[src/rtl/debug_access_sequencer_pkg.sv]
// ============================================================================
// Module  : debug_seq_pkg
// Brief   : Op codes, FSM state type and op-decode helpers for the sequencer.
// Revision: 1.0 - initial release
// ============================================================================
`default_nettype none

package debug_seq_pkg;

  localparam logic [2:0] OP_RDEXT   = 3'b001;
  localparam logic [2:0] OP_RDINSTR = 3'b010;
  localparam logic [2:0] OP_WREXT   = 3'b011;
  localparam logic [2:0] OP_WRINSTR = 3'b100;
  localparam logic [2:0] OP_RDPC    = 3'b101;
  localparam logic [2:0] MODE_UP    = 3'b000;

  typedef enum logic [2:0] {
    ST_IDLE    = 3'd0,
    ST_HALT    = 3'd1,
    ST_ISSUE   = 3'd2,
    ST_WAIT    = 3'd3,
    ST_RELEASE = 3'd4,
    ST_RESP    = 3'd5
  } state_t;

  function automatic logic is_legal_op(input logic [2:0] op);
    return (op == OP_RDEXT) || (op == OP_RDINSTR) || (op == OP_WREXT) ||
           (op == OP_WRINSTR) || (op == OP_RDPC);
  endfunction

  function automatic logic is_read_op(input logic [2:0] op);
    return (op == OP_RDEXT) || (op == OP_RDINSTR) || (op == OP_RDPC);
  endfunction

  // Instruction-memory ops complete on doneInstr; everything else on doneExt.
  function automatic logic uses_instr_done(input logic [2:0] op);
    return (op == OP_RDINSTR) || (op == OP_WRINSTR);
  endfunction

endpackage

`default_nettype wire

[src/rtl/debug_access_sequencer_if.sv]
// ============================================================================
// Module  : debug_access_sequencer_if
// Brief   : Host command/response, core halt and interconnect signal bundle.
// Revision: 1.0 - initial release
// ============================================================================
`default_nettype none

interface debug_access_sequencer_if #(
  parameter int ADDR_W = 32,
  parameter int DATA_W = 32
) ();

  logic              cmdValid;
  logic              cmdReady;
  logic [2:0]        cmdOp;
  logic [ADDR_W-1:0] cmdAddr;
  logic [DATA_W-1:0] cmdWData;
  logic              rspValid;
  logic              rspReady;
  logic [DATA_W-1:0] rspData;
  logic              rspErr;
  logic              haltReq;
  logic              haltAck;
  logic [2:0]        mode;
  logic [ADDR_W-1:0] debugAddress;
  logic [DATA_W-1:0] DEBUGWrite;
  logic [DATA_W-1:0] dataReadDebug;
  logic              doneExt;
  logic              doneInstr;
  logic              busy;

  modport slave (
    input  cmdValid, cmdOp, cmdAddr, cmdWData, rspReady, haltAck,
           dataReadDebug, doneExt, doneInstr,
    output cmdReady, rspValid, rspData, rspErr, haltReq, mode,
           debugAddress, DEBUGWrite, busy
  );

  modport master (
    output cmdValid, cmdOp, cmdAddr, cmdWData, rspReady, haltAck,
           dataReadDebug, doneExt, doneInstr,
    input  cmdReady, rspValid, rspData, rspErr, haltReq, mode,
           debugAddress, DEBUGWrite, busy
  );

endinterface

`default_nettype wire

[src/rtl/debug_access_sequencer_timeout_ctr.sv]
// ============================================================================
// Module  : debug_timeout_ctr
// Brief   : Counts wait cycles; expired is high in the TIMEOUT_CYCLES-th one.
// Revision: 1.0 - initial release
// ============================================================================
`default_nettype none

module debug_timeout_ctr #(
  parameter int TIMEOUT_CYCLES = 1024
) (
  input  logic clk,
  input  logic reset,
  input  logic clear,
  input  logic enable,
  output logic expired
);

  generate
    if (TIMEOUT_CYCLES == 0) begin : g_disabled
      logic unused_inputs;
      assign unused_inputs = &{1'b0, clk, reset, clear, enable};
      assign expired = 1'b0;
    end else begin : g_enabled
      localparam int CNT_W = (TIMEOUT_CYCLES > 1) ? $clog2(TIMEOUT_CYCLES) : 1;
      localparam logic [CNT_W-1:0] LAST = CNT_W'(TIMEOUT_CYCLES - 1);

      logic [CNT_W-1:0] count;

      // Counter holds at LAST so it can never wrap back to a non-expired value.
      always_ff @(posedge clk) begin
        if (reset || clear) begin
          count <= '0;
        end else if (enable && !expired) begin
          count <= count + 1'b1;
        end
      end

      assign expired = (count == LAST);
    end
  endgenerate

endmodule

`default_nettype wire

[src/rtl/debug_access_sequencer.sv]
// ============================================================================
// Module  : debug_access_sequencer
// Brief   : Halts the core and sequences one debug access onto the interconnect.
// Revision: 1.0 - initial release
// ============================================================================
`default_nettype none

module debug_access_sequencer
  import debug_seq_pkg::*;
#(
  parameter int TIMEOUT_CYCLES = 1024,
  parameter int ADDR_W         = 32,
  parameter int DATA_W         = 32
) (
  input  logic                     clk,
  input  logic                     reset,
  debug_access_sequencer_if.slave  bus
);

  state_t            state;
  logic [2:0]        cur_op;
  logic [ADDR_W-1:0] cur_addr;
  logic [DATA_W-1:0] cur_wdata;

  logic              rsp_valid;
  logic [DATA_W-1:0] rsp_data;
  logic              rsp_err;
  logic              halt_req;
  logic [2:0]        mode_q;
  logic [ADDR_W-1:0] dbg_addr;
  logic [DATA_W-1:0] dbg_wdata;

  logic              done_seen;
  logic              tmo_expired;

  assign done_seen = uses_instr_done(cur_op) ? bus.doneInstr : bus.doneExt;

  debug_timeout_ctr #(
    .TIMEOUT_CYCLES (TIMEOUT_CYCLES)
  ) u_timeout (
    .clk     (clk),
    .reset   (reset),
    .clear   (state == ST_ISSUE),
    .enable  (state == ST_WAIT),
    .expired (tmo_expired)
  );

  always_ff @(posedge clk) begin
    if (reset) begin
      state     <= ST_IDLE;
      cur_op    <= MODE_UP;
      cur_addr  <= '0;
      cur_wdata <= '0;
      rsp_valid <= 1'b0;
      rsp_data  <= '0;
      rsp_err   <= 1'b0;
      halt_req  <= 1'b0;
      mode_q    <= MODE_UP;
      dbg_addr  <= '0;
      dbg_wdata <= '0;
    end else begin
      case (state)
        ST_IDLE: begin
          if (bus.cmdValid) begin
            cur_op    <= bus.cmdOp;
            cur_addr  <= bus.cmdAddr;
            cur_wdata <= bus.cmdWData;
            rsp_data  <= '0;
            rsp_err   <= 1'b0;
            if (is_legal_op(bus.cmdOp)) begin
              halt_req <= 1'b1;
              state    <= ST_HALT;
            end else begin
              // Illegal ops never touch the core or the interconnect.
              rsp_err   <= 1'b1;
              rsp_valid <= 1'b1;
              state     <= ST_RESP;
            end
          end
        end

        ST_HALT: begin
          if (bus.haltAck) begin
            mode_q    <= cur_op;
            dbg_addr  <= cur_addr;
            dbg_wdata <= cur_wdata;
            state     <= ST_ISSUE;
          end
        end

        ST_ISSUE: begin
          if (cur_op == OP_RDPC) begin
            mode_q <= MODE_UP;
            state  <= ST_RELEASE;
          end else begin
            state <= ST_WAIT;
          end
        end

        ST_WAIT: begin
          if (done_seen) begin
            rsp_data <= is_read_op(cur_op) ? bus.dataReadDebug : '0;
            mode_q   <= MODE_UP;
            state    <= ST_RELEASE;
          end else if (tmo_expired) begin
            rsp_err  <= 1'b1;
            rsp_data <= '0;
            mode_q   <= MODE_UP;
            state    <= ST_RELEASE;
          end
        end

        ST_RELEASE: begin
          // The PC is presented by the interconnect once mode is back to uP.
          if (cur_op == OP_RDPC) begin
            rsp_data <= bus.dataReadDebug;
          end
          rsp_valid <= 1'b1;
          state     <= ST_RESP;
        end

        ST_RESP: begin
          if (bus.rspReady) begin
            rsp_valid <= 1'b0;
            halt_req  <= 1'b0;
            state     <= ST_IDLE;
          end
        end

        default: state <= ST_IDLE;
      endcase
    end
  end

  assign bus.cmdReady     = (state == ST_IDLE);
  assign bus.busy         = (state != ST_IDLE);
  assign bus.rspValid     = rsp_valid;
  assign bus.rspData      = rsp_data;
  assign bus.rspErr       = rsp_err;
  assign bus.haltReq      = halt_req;
  assign bus.mode         = mode_q;
  assign bus.debugAddress = dbg_addr;
  assign bus.DEBUGWrite   = dbg_wdata;

endmodule

`default_nettype wire

[src/flat_wrapper.sv]
// flat-port wrapper written by rule: the top's interface ports become plain ports
module debug_access_sequencer_flat import debug_seq_pkg::*;
#(
  parameter int TIMEOUT_CYCLES = 1024,
  parameter int ADDR_W         = 32,
  parameter int DATA_W         = 32
)
  (clk, reset, bus_cmdValid, bus_cmdOp, bus_cmdAddr, bus_cmdWData, bus_rspReady, bus_haltAck, bus_dataReadDebug, bus_doneExt, bus_doneInstr, bus_cmdReady, bus_rspValid, bus_rspData, bus_rspErr, bus_haltReq, bus_mode, bus_debugAddress, bus_DEBUGWrite, bus_busy);
  debug_access_sequencer_if #(.ADDR_W(ADDR_W), .DATA_W(DATA_W)) bus_i ();
  input  logic clk;
  input  logic reset;
  input wire logic [$bits(bus_i.cmdValid)-1:0] bus_cmdValid;
  input wire logic [$bits(bus_i.cmdOp)-1:0] bus_cmdOp;
  input wire logic [$bits(bus_i.cmdAddr)-1:0] bus_cmdAddr;
  input wire logic [$bits(bus_i.cmdWData)-1:0] bus_cmdWData;
  input wire logic [$bits(bus_i.rspReady)-1:0] bus_rspReady;
  input wire logic [$bits(bus_i.haltAck)-1:0] bus_haltAck;
  input wire logic [$bits(bus_i.dataReadDebug)-1:0] bus_dataReadDebug;
  input wire logic [$bits(bus_i.doneExt)-1:0] bus_doneExt;
  input wire logic [$bits(bus_i.doneInstr)-1:0] bus_doneInstr;
  output wire logic [$bits(bus_i.cmdReady)-1:0] bus_cmdReady;
  output wire logic [$bits(bus_i.rspValid)-1:0] bus_rspValid;
  output wire logic [$bits(bus_i.rspData)-1:0] bus_rspData;
  output wire logic [$bits(bus_i.rspErr)-1:0] bus_rspErr;
  output wire logic [$bits(bus_i.haltReq)-1:0] bus_haltReq;
  output wire logic [$bits(bus_i.mode)-1:0] bus_mode;
  output wire logic [$bits(bus_i.debugAddress)-1:0] bus_debugAddress;
  output wire logic [$bits(bus_i.DEBUGWrite)-1:0] bus_DEBUGWrite;
  output wire logic [$bits(bus_i.busy)-1:0] bus_busy;
  assign bus_i.cmdValid = bus_cmdValid;
  assign bus_i.cmdOp = bus_cmdOp;
  assign bus_i.cmdAddr = bus_cmdAddr;
  assign bus_i.cmdWData = bus_cmdWData;
  assign bus_i.rspReady = bus_rspReady;
  assign bus_i.haltAck = bus_haltAck;
  assign bus_i.dataReadDebug = bus_dataReadDebug;
  assign bus_i.doneExt = bus_doneExt;
  assign bus_i.doneInstr = bus_doneInstr;
  assign bus_cmdReady = bus_i.cmdReady;
  assign bus_rspValid = bus_i.rspValid;
  assign bus_rspData = bus_i.rspData;
  assign bus_rspErr = bus_i.rspErr;
  assign bus_haltReq = bus_i.haltReq;
  assign bus_mode = bus_i.mode;
  assign bus_debugAddress = bus_i.debugAddress;
  assign bus_DEBUGWrite = bus_i.DEBUGWrite;
  assign bus_busy = bus_i.busy;
  debug_access_sequencer #(.TIMEOUT_CYCLES(TIMEOUT_CYCLES), .ADDR_W(ADDR_W), .DATA_W(DATA_W)) u_core (.clk(clk), .reset(reset), .bus(bus_i));
endmodule
[config.mk]
export PLATFORM = sky130hd
export DESIGN_NAME = debug_access_sequencer_flat
export DESIGN_NICKNAME = d
export VERILOG_FILES = /design/src/rtl/debug_access_sequencer_pkg.sv /design/src/rtl/debug_access_sequencer_if.sv /design/src/rtl/debug_access_sequencer_timeout_ctr.sv /design/src/rtl/debug_access_sequencer.sv /design/src/flat_wrapper.sv
export SDC_FILE = /design/constraint.sdc
export NUM_CORES = 1
export LEC_CHECK = 0
export ABC_AREA = 1
export CORE_UTILIZATION = 26
export CTS_BUF_LIST = sky130_fd_sc_hd__clkbuf_2 sky130_fd_sc_hd__clkbuf_4 sky130_fd_sc_hd__clkbuf_8
export CTS_CLUSTER_DIAMETER = 100
export CTS_CLUSTER_SIZE = 40
export DETAILED_ROUTE_END_ITERATION = 8
export PLACE_DENSITY = 0.6
export SLEW_MARGIN = 15
export SYNTH_ARGS = -nofsm -noshare
export SYNTH_HDL_FRONTEND = slang
export SYNTH_SLANG_ARGS = --single-unit
export TNS_END_PERCENT = 30
[constraint.sdc]
create_clock -name clk -period 1.5 [get_ports clk]
set_input_delay 0.45 -clock clk [delete_from_list [all_inputs] [get_ports clk]]
set_output_delay 0.45 -clock clk [all_outputs]
set_load 0.03 [all_outputs]
==> flow_summary.toml, run 1 <==
[run_status]
outcome = "finished, violations left"
violations = "negative setup slack"

[routing]
drt_iter0_markers = 426
vias_per_cell = 4.68
vias = 7797
drt-total-wl_um = 25600
first_pass_iters = 4
ant_nets = 0
wl_per_cell_um = 15.4
drc = 0

[synth]
syn_area_sq_um = 7500
synth_compound_area_share_pct = 17.4
synth_top_area_share_pct = 48.6
syn_avg_cell_area_sq_um = 7.29
synth_area_leaders = "dfxtp_1, nand2_1, a21oi_1"
synth_top_family_by_area = "simple AND/OR/NAND/NOR gates"
yosysUniqueCellTypes = 31
syn-num-nets = 1136
synth_most_common_cell = "nand2_1"
synth_seq_area_share_pct = 48.6
synthMuxAreaShare_pct = 0.133
synth_seq_cells = 182
syn_inst = 1029
synth_edf_count = 0
synthArstFlopShare_pct = 0
synthTopCellsByCount = "nand2_1, dfxtp_1, nor2_1"
synth_adder_area_share_pct = 0.167
synthSimpleGateAreaFrac_pct = 26.8
ys.flop_type = "dfxtp_1"
synth_area_leader_cell = "dfxtp_1"
ys_warn_count = 0
synth-xor-area-share_pct = 0.467

[layout]
antenna_cells = 0
drive_above_1_share_pct = 32.5
area_growth_pct = 61.2
final_nets = 1381

[pwr]
clkPwrFrac_pct = 16.5
fin_total_pwr_mw = 21.4
leakage_nw = 5.01
p_per_area_nw_per_um2 = 1770
power_frac_comb_pct = 52.5
internal-power_mw = 12.5
ir_drop_uv = 1010
pwr-share-seq_pct = 30.9
switching_share_pct = 41.9
p_switching_mw = 8.99

[flow_run]
max-cap-violations = 0

[floorplan]
coreArea_sq_um = 28100
die_area_sq_um = 29500
die_w_um = 172
start_util_pct = 26.7
rows = 61
die-height_um = 172
io_pins = 210

[timing]
whs_ns = 0.325
setup_viol = 110
skew_ns = 0.0203
period_minus_slack_ns = 1.77
report.final.slew_viol_count = 0
final.period_utilization_pct = 118
hold_viol_final = 0
tightest_slew_ns = 0.541
rsz0062_at_grt = "yes"
clock.fmax_mhz = 566
timing.final.ws_setup_ns = -0.266
slew_headroom_pct = 63.9

[clocking]
cts.sinks = 182
htreeDepth = 4
cts_tree = "done"
cts_hold_buf = 0
cts_inserted_buffers = 17
cts_root_buf = "clkbuf_8"
clk_latency_ns = 0.46
path_clk_slew_ns = 0.10
cts.path.max_buffers = 2

[worst_setup_path]
cp_slowest_cell = "dfxtp_4"
crit_path_end_kind = "flip-flop"
critPathMaxStageDelay_ns = 0.37
arrival_ns = 2.15
worst-path-buf-inv = 5
cp.required_ns = 1.88
path_cells = "buf_4 -> buf_6 -> nand2_4 -> nor2_8 -> inv_4 -> nand2_2 -> nand2_2 -> buf_6 -> nor2_4 -> clkbuf_16 -> nand2_1 -> a21oi_1"
crit_family = "buffers and inverters"
crit_fanout = 16
worstSetupPathType = "reg -> reg"
cp-start-kind = "flip-flop"

[place]
dp_hpwl_um = 15400
globalplace.congestion = 0.785
io_buffers = 209

[global_route]
grt-ovfl-total = 0
track_usage_pct = 16.2
grt_max_degree = 86
antenna_found_initial = 2
first_global_vias = 7334
grt_pass1_wl_um = 37700

[min_path]
hp-class = "in -> reg"
==> placed cells by master, fill, tap and decap left out, types with 2 or more instances in the layout <==
cell               n
inv_6              5
nand4_1            5
dfxtp_2           65
dfxtp_4            5
inv_2              4
nand3_2            2
dfxtp_1          112
clkbuf_8          19
buf_6             30
nor2_4            12
nand3_1           90
clkbuf_16         10
buf_8              4
buf_4            105
o21ai_2           20
buf_2              2
nand3_4            2
a21oi_4            3
clkdlybuf4s50_1  103
a21oi_2           26
inv_8              2
clkinv_4           2
o21ai_0           53
xnor2_1            3
nor3_1             2
a21oi_1           95
nand2_2           24
nand2_4           12
inv_4              3
nor2_1           120
o21ai_4            2
nand3b_1           2
clkinv_8           3
nand2_1          205
o21ai_1            8
buf_12            45
inv_1             35
a21boi_0          32
==> power by group through the flow <==
stage | logic, mW | registers (mW) | clock network [mW]
5_1_grt | 12.1 | 6.75 | 3.90
3_3_place_gp | 9.11 | 6.56 | 0
4_1_cts | 9.21 | 6.49 | 3.67
2_1_floorplan | 3.99 | 7.53 | 0
6_report | 11.3 | 6.63 | 3.54
3_5_place_dp | 9.16 | 6.56 | 0
==> metrics by stage <==
step	area [sq um]	setup TNS, ns	util (%)	worst slack (ns)	std cells
floorplan	7560	0	-	0.00550	1029
global placement	10700	-27.56	38.1	-0.319	1603
detailed placement	10700	-30.64	38.1	-0.376	1603
CTS	10900	-2.59	38.9	-0.280	1639
global route	12100	-25.14	43.0	-0.369	1665
finish	12100	-15.27	43.0	-0.266	1665
==> cell type report <==
class,instances,area [sq um]
multi-input cells,730,3890
flip-flops and latches,182,3740
clock inverters,13,159
inverters,43,174
fillers,2842,16000
well taps,378,473
clock buffers,19,262
repair buffers,300,3390
==> path summary, 6_finish.rpt <==
kind                                            from                        end  slack [ns]  cells past startpoint
worst max-delay path                 u_core.state[1]      u_core.bus.rspData[1]       -0.27                     12
worst min register to register  u_core.cur_wdata[22]  u_core.bus.DEBUGWrite[22]        0.44                      2
worst min-delay path                           reset          u_core.bus.rspErr        0.33                      4
worst max register to register       u_core.state[1]      u_core.bus.rspData[1]       -0.27                     12
==> flip-flops by register name, indices dropped and copies added (netlist names) <==
| name | cells |
|---|---|
| u_core.state | 3 |
| u_core.bus.rspData | 32 |
| u_core.bus.haltReq | 1 |
| u_core.bus.DEBUGWrite | 32 |
| u_core.bus.mode | 3 |
| u_core.bus.rspValid | 1 |
| u_core.cur_wdata | 32 |
| u_core.u_timeout.g_enabled.count | 10 |
| u_core.cur_op | 3 |
| u_core.bus.rspErr | 1 |
| u_core.bus.debugAddress | 32 |
| u_core.cur_addr | 32 |
==> layer usage <==
metal / routed length [um] / vias up / GRT usage [%] / part of all wire, %
met4: 191 / 2 / 3.66 / 0.75
met3: 2020 / 16 / 6.10 / 7.9
met1: 11300 / 3719 / 19.8 / 44
li1: - / 3858 / - / -
met5: 13 / - / 0 / 0.051
met2: 12100 / 202 / 26.9 / 47
==> cell families (layout without fill, tap and decap cells) <==
family,count (synthesis),after routing
multiplexers,1,1
adder cells (fa/ha/maj),1,1
XOR/XNOR,4,4
AND/OR/NAND/NOR,483,483
AO/OA/AOI/OAI,241,241
buffers and inverters,117,375
flip-flops,182,182
==> repair_timing <==
| action | in CTS | in global routing |
|---|---|---|
| gates cloned | 0 | 13 |
| pin swaps | 3 | 40 |
| endpoints found under the setup margin | 205 | 225 |
| gates resized for setup | 400 | 327 |
| buffers inserted | 4 | 16 |
==> worst reg2reg max path: cells and delay by family (launching register included) <==
kind / cells / cell delay [ns]
AOI/OAI and AO/OA: 1 / 0.11
buffers and inverters: 5 / 0.63
DFF: 1 / 0.37
and+or+nand+nor: 6 / 0.60
(Power assumes the default switching activity.)
==> run 2, diff against run 1 <==
Settings changed: CORE_MARGIN from default to 2, CTS_CLUSTER_DIAMETER 100 to 200.
==> flow_summary.toml, run 2 (synthesis gave the netlist of run 1 again) <==
[run_status]
outcome = "finished, violations left"
violations = "negative setup slack"

[worst_setup_path]
crit_path_end_kind = "output port"
cp-start-kind = "flip-flop"
cp_slowest_cell = "dfxtp_2"
arrival_ns = 1.29
path_cells = "nor2_4 -> nand2_4 -> buf_6 -> buf_6"
crit_family = "flip-flops"
critPathMaxStageDelay_ns = 0.35
cpMostUsedCell = "buf_6"
crit_fanout = 3
worst-path-buf-inv = 2
cp.required_ns = 1.05
worstSetupPathType = "reg -> out"

[pwr]
internal-power_mw = 11.2
leakage_nw = 4.66
fin_total_pwr_mw = 19.4
switching_share_pct = 42.4
p_per_area_nw_per_um2 = 1760
p_switching_mw = 8.21
clkPwrFrac_pct = 18.4
power_frac_comb_pct = 47.9
pwr-share-seq_pct = 33.7
ir_drop_uv = 790

[layout]
fin_area_sq_um = 11000
antenna_cells = 0
final_cells = 1652
layout_common_cells = "nand2_1, dfxtp_1, buf_4"
area_growth_pct = 46.8
final_common_cell = "nand2_1"
drive_above_1_share_pct = 22.2
final_nets = 1362
postLayoutCoreUtil_pct = 38.6
n_fill_cell = 3026

[routing]
vias = 7561
ant_nets = 0
drt-total-wl_um = 24600
vias_per_cell = 4.58
drc = 0
drt_iter0_markers = 324
first_pass_iters = 5
wl_per_cell_um = 14.9

[place]
dp_hpwl_um = 15500
dpl_cell_area_sq_um = 10500
placed_cells_incl_taps = 1610
io_buffers = 209
globalplace.congestion = 0.758

[timing]
rsz0062_at_grt = "yes"
slew_headroom_pct = 74.7
setup_viol = 83
hold_viol_final = 0
final.period_utilization_pct = 116
skew_ns = 0.0281
timing.final.ws_setup_ns = -0.244
clock.fmax_mhz = 573
tightest_slew_ns = 0.379
period_minus_slack_ns = 1.74
report.final.slew_viol_count = 0
whs_ns = 0.442

[global_route]
grt_pass1_wl_um = 38000
antenna_found_initial = 1
grt-ovfl-total = 0
first_global_vias = 7293
track_usage_pct = 15.5
grt_max_degree = 66

[clocking]
cts_tree = "done"
path_clk_slew_ns = 0.10
cts.sinks = 182
cts_root_buf = "clkbuf_8"
htreeDepth = 4
cts.path.max_buffers = 2
clk_latency_ns = 0.47
cts_inserted_buffers = 17

[flow_run]
max-cap-violations = 0

[floorplan]
coreArea_sq_um = 28500
start_util_pct = 26.3
die_w_um = 174
die_area_sq_um = 30200
io_pins = 210
rows = 62
die-height_um = 174

[min_path]
hp-class = "in -> reg"
run 2: cell types whose count changed in the layout (fill, tap and decap cells not counted), sizes merged:
cell,before,now
buf,186,173
inv,49,50
clkinv,6,5
clkbuf,30,23
clkinvlp,0,1
run 2: final cells by class:
class / count / area, sq um / area share [%]
Sequential cell: 182 / 3700 / 33.6
Multi-Input combinational cell: 730 / 3440 / 31.3
Timing Repair Buffer: 281 / 2800 / 25.4
Tap cell: 384 / 480 / 4.36
Clock buffer: 18 / 248 / 2.25
Clock inverter: 14 / 173 / 1.57
Inverter: 43 / 169 / 1.53
run 2: worst min-delay path: cells and delay by family:
kind | cells | cell delay, ns
buffers and inverters | 2 | 0.36
AO/OA/AOI/OAI | 1 | 0.06
run 2: timing repair:
action	CTS	global route
setup buffers	1	4
hold buffers	0	0
cloned	0	5
endpoints found under the setup margin	236	180
gates resized for setup	397	118
pin swaps	2	1
run 2: path summary, 6_finish.rpt:
check / slack [ns] / start / endpoint / cells past startpoint
worst min-delay path: 0.44 / reset / u_core.bus.rspData[7] / 3
worst min register to register: 0.45 / u_core.cur_wdata[19] / u_core.bus.DEBUGWrite[19] / 2
worst max-delay path: -0.24 / u_core.state[1] / bus_busy / 4
worst max register to register: -0.14 / u_core.state[1] / u_core.bus.rspData[6] / 11
run 2: metrics by stage:
step                      setup WS [ns]  setup TNS, ns
after floorplan                 0.00550              0
after global placement           -0.320         -32.77
after detailed placement         -0.348         -32.99
after CTS                        -0.280          -2.38
after global routing             -0.319         -13.82
final                            -0.244          -5.44
run 2: power groups by stage:
| stage | clock (mW) | combinational (mW) | sequential [mW] |
|---|---|---|---|
| 6_report | 3.57 | 9.28 | 6.53 |
| 5_1_grt | 3.88 | 10.1 | 6.65 |
| 4_1_cts | 3.68 | 8.77 | 6.48 |
| 3_5_place_dp | 0 | 8.86 | 6.55 |
| 3_3_place_gp | 0 | 8.79 | 6.56 |
| 2_1_floorplan | 0 | 3.99 | 7.53 |
run 2: metal layers:
metal | track usage, % | part of all wire (%)
met2 | 25.0 | 45
met4 | 3.68 | 0.98
met3 | 4.78 | 7.9
met1 | 20.2 | 46
met5 | 0 | 0.053
==> run 3, diff against run 2 <==
Settings changed: HOLD_SLACK_MARGIN from default to 0.02.
==> results of run 3 <==
Final layout, timing and power as in run 2 (identical DEF).
